File: src/rtl/decision_arbiter.sv
`default_nettype none
// ============================================================================
//  Module   : decision_arbiter
//  Brief    : Registered N-way arbiter with fixed-priority / round-robin modes
//             and grant hold until ack or withdrawal. Optional hold timeout is
//             enabled by defining DECISION_ARB_TIMEOUT_EN.
//  Revision : 1.0 - initial release
// ============================================================================
module decision_arbiter #(
    parameter int N       = 4,
    parameter int IDX_W   = 2,
    parameter int TIMEOUT = 8
) (
    input  logic             clk,
    input  logic             rst_n,
    input  logic [N-1:0]     req,
    input  logic             ack,
    input  logic             mode,
    output logic [N-1:0]     gnt,
    output logic [IDX_W-1:0] gnt_idx,
`ifdef DECISION_ARB_TIMEOUT_EN
    output logic             timeout_pulse,
`endif
    output logic             gnt_valid
);

    if (N < 2 || N > 16 || (1 << IDX_W) < N) begin : g_bad_width
        $error("decision_arbiter: illegal N/IDX_W combination");
    end
    if (TIMEOUT < 2 || TIMEOUT > 255) begin : g_bad_timeout
        $error("decision_arbiter: TIMEOUT out of range");
    end

    typedef enum logic [0:0] {
        ST_IDLE  = 1'b0,
        ST_GRANT = 1'b1
    } state_t;

    state_t           state_q, state_d;
    logic [N-1:0]     gnt_q, gnt_d;
    logic [IDX_W-1:0] idx_q, idx_d;
    logic [IDX_W-1:0] last_q, last_d;
    logic [IDX_W-1:0] win_idx;
    logic             found;
    int               rr_pos;

`ifdef DECISION_ARB_TIMEOUT_EN
    localparam logic [7:0] C_HOLD_LAST = 8'(TIMEOUT - 1);
    logic [7:0] cnt_q, cnt_d;
    logic       pulse_q, pulse_d;
`endif

    // Fixed priority lets the last set bit win; round-robin takes the first hit after last_q.
    always_comb begin
        win_idx = '0;
        found   = 1'b0;
        rr_pos  = 0;
        if (!mode) begin
            for (int i = 0; i < N; i++) begin
                if (req[i]) win_idx = IDX_W'(i);
            end
        end else begin
            for (int k = 1; k <= N; k++) begin
                rr_pos = (int'(last_q) + k) % N;
                if (!found && req[rr_pos]) begin
                    win_idx = IDX_W'(rr_pos);
                    found   = 1'b1;
                end
            end
        end
    end

    always_comb begin
        state_d = state_q;
        gnt_d   = gnt_q;
        idx_d   = idx_q;
        last_d  = last_q;
`ifdef DECISION_ARB_TIMEOUT_EN
        cnt_d   = cnt_q;
        pulse_d = 1'b0;
`endif
        case (state_q)
            ST_IDLE: begin
                if (|req) begin
                    state_d        = ST_GRANT;
                    idx_d          = win_idx;
                    gnt_d          = '0;
                    gnt_d[win_idx] = 1'b1;
`ifdef DECISION_ARB_TIMEOUT_EN
                    cnt_d          = '0;
`endif
                end
            end
            ST_GRANT: begin
                if (ack) begin
                    state_d = ST_IDLE;
                    gnt_d   = '0;
                    last_d  = idx_q;
                end else if (!req[idx_q]) begin
                    state_d = ST_IDLE;
                    gnt_d   = '0;
                end else begin
`ifdef DECISION_ARB_TIMEOUT_EN
                    if (cnt_q == C_HOLD_LAST) begin
                        state_d = ST_IDLE;
                        gnt_d   = '0;
                        last_d  = idx_q;
                        pulse_d = 1'b1;
                    end else begin
                        cnt_d   = cnt_q + 8'd1;
                    end
`endif
                end
            end
            default: begin
                state_d = ST_IDLE;
                gnt_d   = '0;
            end
        endcase
    end

    always_ff @(posedge clk or negedge rst_n) begin
        if (!rst_n) begin
            state_q <= ST_IDLE;
            gnt_q   <= '0;
            idx_q   <= '0;
            last_q  <= IDX_W'(N - 1);
`ifdef DECISION_ARB_TIMEOUT_EN
            cnt_q   <= '0;
            pulse_q <= 1'b0;
`endif
        end else begin
            state_q <= state_d;
            gnt_q   <= gnt_d;
            idx_q   <= idx_d;
            last_q  <= last_d;
`ifdef DECISION_ARB_TIMEOUT_EN
            cnt_q   <= cnt_d;
            pulse_q <= pulse_d;
`endif
        end
    end

    assign gnt       = gnt_q;
    assign gnt_idx   = idx_q;
    assign gnt_valid = (state_q == ST_GRANT);
`ifdef DECISION_ARB_TIMEOUT_EN
    assign timeout_pulse = pulse_q;
`endif

endmodule
`default_nettype wire

File: config.mk
export PLATFORM = sky130hd
export DESIGN_NAME = decision_arbiter
export DESIGN_NICKNAME = d
export VERILOG_FILES = /design/src/rtl/decision_arbiter.sv
export SDC_FILE = /design/constraint.sdc
export NUM_CORES = 1
export LEC_CHECK = 0
export ABC_AREA = 1
export ABC_CLOCK_PERIOD_IN_PS = 2200
export CAP_MARGIN = 0
export CORE_MARGIN = 2
export CORE_UTILIZATION = 49
export DETAILED_ROUTE_END_ITERATION = 8
export PLACE_DENSITY = 0.77
export SYNTH_ARGS = -nofsm -noshare
export SYNTH_HDL_FRONTEND = slang
export SYNTH_SLANG_ARGS = --single-unit
File: constraint.sdc
create_clock -name clk -period 2.2 [get_ports clk]
set_clock_uncertainty 0.2 [all_clocks]
set_input_delay 0.22 -clock clk [delete_from_list [all_inputs] [get_ports clk]]
set_output_delay 0.22 -clock clk [all_outputs]
set_load 0.01 [all_outputs]
==> results.tsv <==
stage	metric	value	unit
clock_tree	clock_tree.htree_level_count	1	
timing	slew_violations	0	
die	start_util	0.5077	
route	post_drt_via_cell_ratio	4.878	
clock_tree	clk_latency	0.26	ns
critical_path	crit_slowest_cell	sky130_fd_sc_hd__dfstp_2	
die	num_rows	14	
grt	grt_pass1_wl	2870	um
cells_and_area	final_net_count	140	
critical_path	critical_path.cell_chain	inv_4 > nand2_1 > nand2_1 > nand2_2 > nand2_2 > a21oi_1 > nand2_1 > nand3_2 > nand3_2 > o21a_1	
critical_path	critPathBufInv	1	
synthesis	syn_area_per_cell	6.419	um2
place	port_buffers	14	
timing	final.hold.worst_slack	0.05327	ns
critical_path	setup.worst_path.start_class	flop	
timing	layout_worst_path_cycle_share	0.8463	
place	dp.final_hpwl	1249	um
timing	worst_slew_pin_slew	0.4025	ns
place	gp_routability_congestion	0.7821	
cells_and_area	most-common-layout-cells	sky130_fd_sc_hd__nand2_1 (36), sky130_fd_sc_hd__inv_1 (16), sky130_fd_sc_hd__clkdlybuf4s50_1 (14)	
power	vdd_ir_drop_max	0.7342	mV
power	leakage	0.4749	nW
grt	grt_start_max_net_pins	12	
route	route.final.wire_length	1541	um
timing	setup_repair_after_global_routing_missed_its_margin	false	
critical_path	timing.setup.critical_path_class	reg2reg	
die	die_area	1833	um2
synthesis	netlist_area	738.2	um2
critical_path	critical-path-max-stage-delay	0.63	ns
route	remaining_drc_errors	0	
cells_and_area	seq_area	227.7	um2
route	route.vias.total	717	
cells_and_area	fill_cells	141	
cells_and_area	multi_input_area	417.9	um2
clock_tree	cts.sink_count	9	
run_status	run_status	completed	
route	detailed_route_iter0_violations	6	
grt	globalRouteTotalUtil	0.2028	
route	firstDrtPassIters	4	
critical_path	crit_top_cell	sky130_fd_sc_hd__nand2_1	
clock_tree	post_cts.repair.setup_buffers	0	
cells_and_area	area_growth	22.20	%
timing	final_setup_tns	0	ns
timing	slew-limit-headroom	0.7308	
cells_and_area	drive_above_1_share	0.1679	
die	total_i_o_pin_count	15	
timing	timing.fmax	0.5371	GHz
critical_path	critical_path_arrival	1.81	ns
clock_tree	clkSlewWorstSetupHoldPaths	0.06	ns
synthesis	seq_area_frac_synth	0.3085	
die	floorplan.die.width	42.82	um
cells_and_area	antenna_cells	0	
clock_tree	ctsLongestPathBuffers	2	
route	route.antenna.remaining_nets	0	
synthesis	yosysWarningCount	0	
clock_tree	number_of_buffers_created_by_cts	3	
critical_path	critical_path.endpoint_type	flop	
clock_tree	cts_resized	0	
critical_path	worst_ep_required_time	2.15	ns
die	core_area	1454	um2
min_path	holdCritPathClass	in2async	
grt	globalRoute.totalOverflow	0	
timing	finalHoldViolations	0	
critical_path	worst_path_dominant_cell_family	flip-flops	
clock_tree	cts.hold.buffers_added	0	
critical_path	top_fanout_value_on_the_critical_path	11	
route	wire_per_inst	10.48	um
timing	period_minus_slack	1.862	ns
die	die_height	42.82	um
power	power.density_cell_area	1399	nW/um2
grt	antenna_found_initial	0	
clock_tree	clock-root-buffer	sky130_fd_sc_hd__clkbuf_4	
synthesis	syn-instance-count	115	
synthesis	ys_seq_elements	9	
synthesis	syn-num-nets	123	
grt	first_global_vias	701	
timing	setup_viol	0	
cells_and_area	layout_commonest_cell	sky130_fd_sc_hd__nand2_1	
clock_tree	tritoncts	built	
synthesis	yosysUniqueCellTypes	20	
run	total_of_max_cap_violations	0	
==> registers in the layout, summed over array words and instances, names as in the netlist <==
name / cells
gnt: 4
gnt_idx: 2
gnt_valid: 1
last_q: 2
==> kinds of logic (layout without fill, tap and decap cells) <==
group,after synthesis,in the layout,synth area share
AO/OA/AOI/OAI,13,13,0.1102
flip-flops,9,9,0.3085
buffers and inverters,20,36,0.1254
AND/OR/NAND/NOR,73,73,0.4559
==> cell usage after synthesis <==
| cell | n | area, um2 |
|---|---|---|
| sky130_fd_sc_hd__inv_1 | 16 | 60.06 |
| sky130_fd_sc_hd__dfstp_2 | 2 | 52.55 |
| sky130_fd_sc_hd__nand3_1 | 12 | 60.06 |
| sky130_fd_sc_hd__nor2_2 | 3 | 18.77 |
| sky130_fd_sc_hd__o21ai_0 | 3 | 15.01 |
| sky130_fd_sc_hd__nor2_1 | 9 | 33.78 |
| sky130_fd_sc_hd__o21a_1 | 1 | 7.510 |
| sky130_fd_sc_hd__nand3_2 | 2 | 20.02 |
| sky130_fd_sc_hd__nand2_2 | 10 | 62.56 |
| sky130_fd_sc_hd__o211ai_1 | 1 | 7.510 |
| sky130_fd_sc_hd__dfrtp_1 | 7 | 175.2 |
| sky130_fd_sc_hd__a21oi_1 | 4 | 20.02 |
| sky130_fd_sc_hd__nand2_1 | 36 | 135.1 |
| sky130_fd_sc_hd__o21bai_1 | 2 | 15.01 |
| sky130_fd_sc_hd__a21boi_2 | 1 | 11.26 |
| sky130_fd_sc_hd__clkinv_1 | 1 | 3.750 |
| sky130_fd_sc_hd__inv_4 | 1 | 6.260 |
| sky130_fd_sc_hd__nand4_1 | 1 | 6.260 |
| sky130_fd_sc_hd__o21ai_1 | 1 | 5.000 |
| sky130_fd_sc_hd__buf_6 | 2 | 22.52 |
==> path summary, 6_finish.rpt <==
path | start | to | slack (ns) | cells past startpoint
min in group clk | gnt[1] | gnt[1] | 0.29 | 2
worst min-delay path | rst_n | gnt_valid | 0.05 | 1
worst min register to register | gnt[1] | gnt[1] | 0.29 | 2
worst max register to register | last_q[0] | gnt_idx[0] | 0.34 | 10
worst max-delay path | last_q[0] | gnt_idx[0] | 0.34 | 10
max in group asynchronous | rst_n | last_q[0] | 1.43 | 1
==> power by group <==
group          internal [mW]  leakage [nW]  switching (mW)
Clock                 0.0698        0.0150          0.0567
Sequential             0.259         0.109          0.0952
Combinational          0.332         0.351           0.448
==> layout make-up <==
| type | count | area share |
|---|---|---|
| Clock buffer | 4 | 0.02913 |
| Inverter | 18 | 0.07767 |
| Multi-Input combinational cell | 86 | 0.4632 |
| Sequential cell | 9 | 0.2524 |
| Tap cell | 16 | 0.02219 |
| Timing Repair Buffer | 14 | 0.1553 |
==> worst reg2reg max path, stage by stage (launching register included) <==
cell,delay (ns)
sky130_fd_sc_hd__dfstp_2,0.63
sky130_fd_sc_hd__inv_4,0.10
sky130_fd_sc_hd__nand2_1,0.07
sky130_fd_sc_hd__nand2_1,0.09
sky130_fd_sc_hd__nand2_2,0.11
sky130_fd_sc_hd__nand2_2,0.07
sky130_fd_sc_hd__a21oi_1,0.12
sky130_fd_sc_hd__nand2_1,0.08
sky130_fd_sc_hd__nand3_2,0.09
sky130_fd_sc_hd__nand3_2,0.09
sky130_fd_sc_hd__o21a_1,0.12
==> per-stage QoR <==
stage / total power [mW] / util / std cells / setup WS [ns] / area [um2]
2_1_floorplan: 0.9251 / - / 115 / 0.4341 / 738.2
3_3_place_gp: 1.121 / 0.6024 / 143 / 0.2681 / 875.8
3_5_place_dp: 1.140 / 0.6024 / 143 / 0.2759 / 875.8
4_1_cts: 1.277 / 0.6205 / 147 / 0.3318 / 902.1
5_1_grt: 1.400 / 0.6205 / 147 / 0.1484 / 902.1
6_report: 1.262 / 0.6205 / 147 / 0.3382 / 902.1
==> per-layer routing <==
| layer | GRT usage | wire, um | up-vias |
|---|---|---|---|
| met1 | 0.2513 | 709 | 316 |
| li1 | - | - | 387 |
| met5 | 0 | 0 | - |
| met3 | 0.02979 | 55 | 2 |
| met2 | 0.3424 | 767 | 12 |
| met4 | 0.09375 | 8 | 0 |
Power figures use the tool's default switching activity.
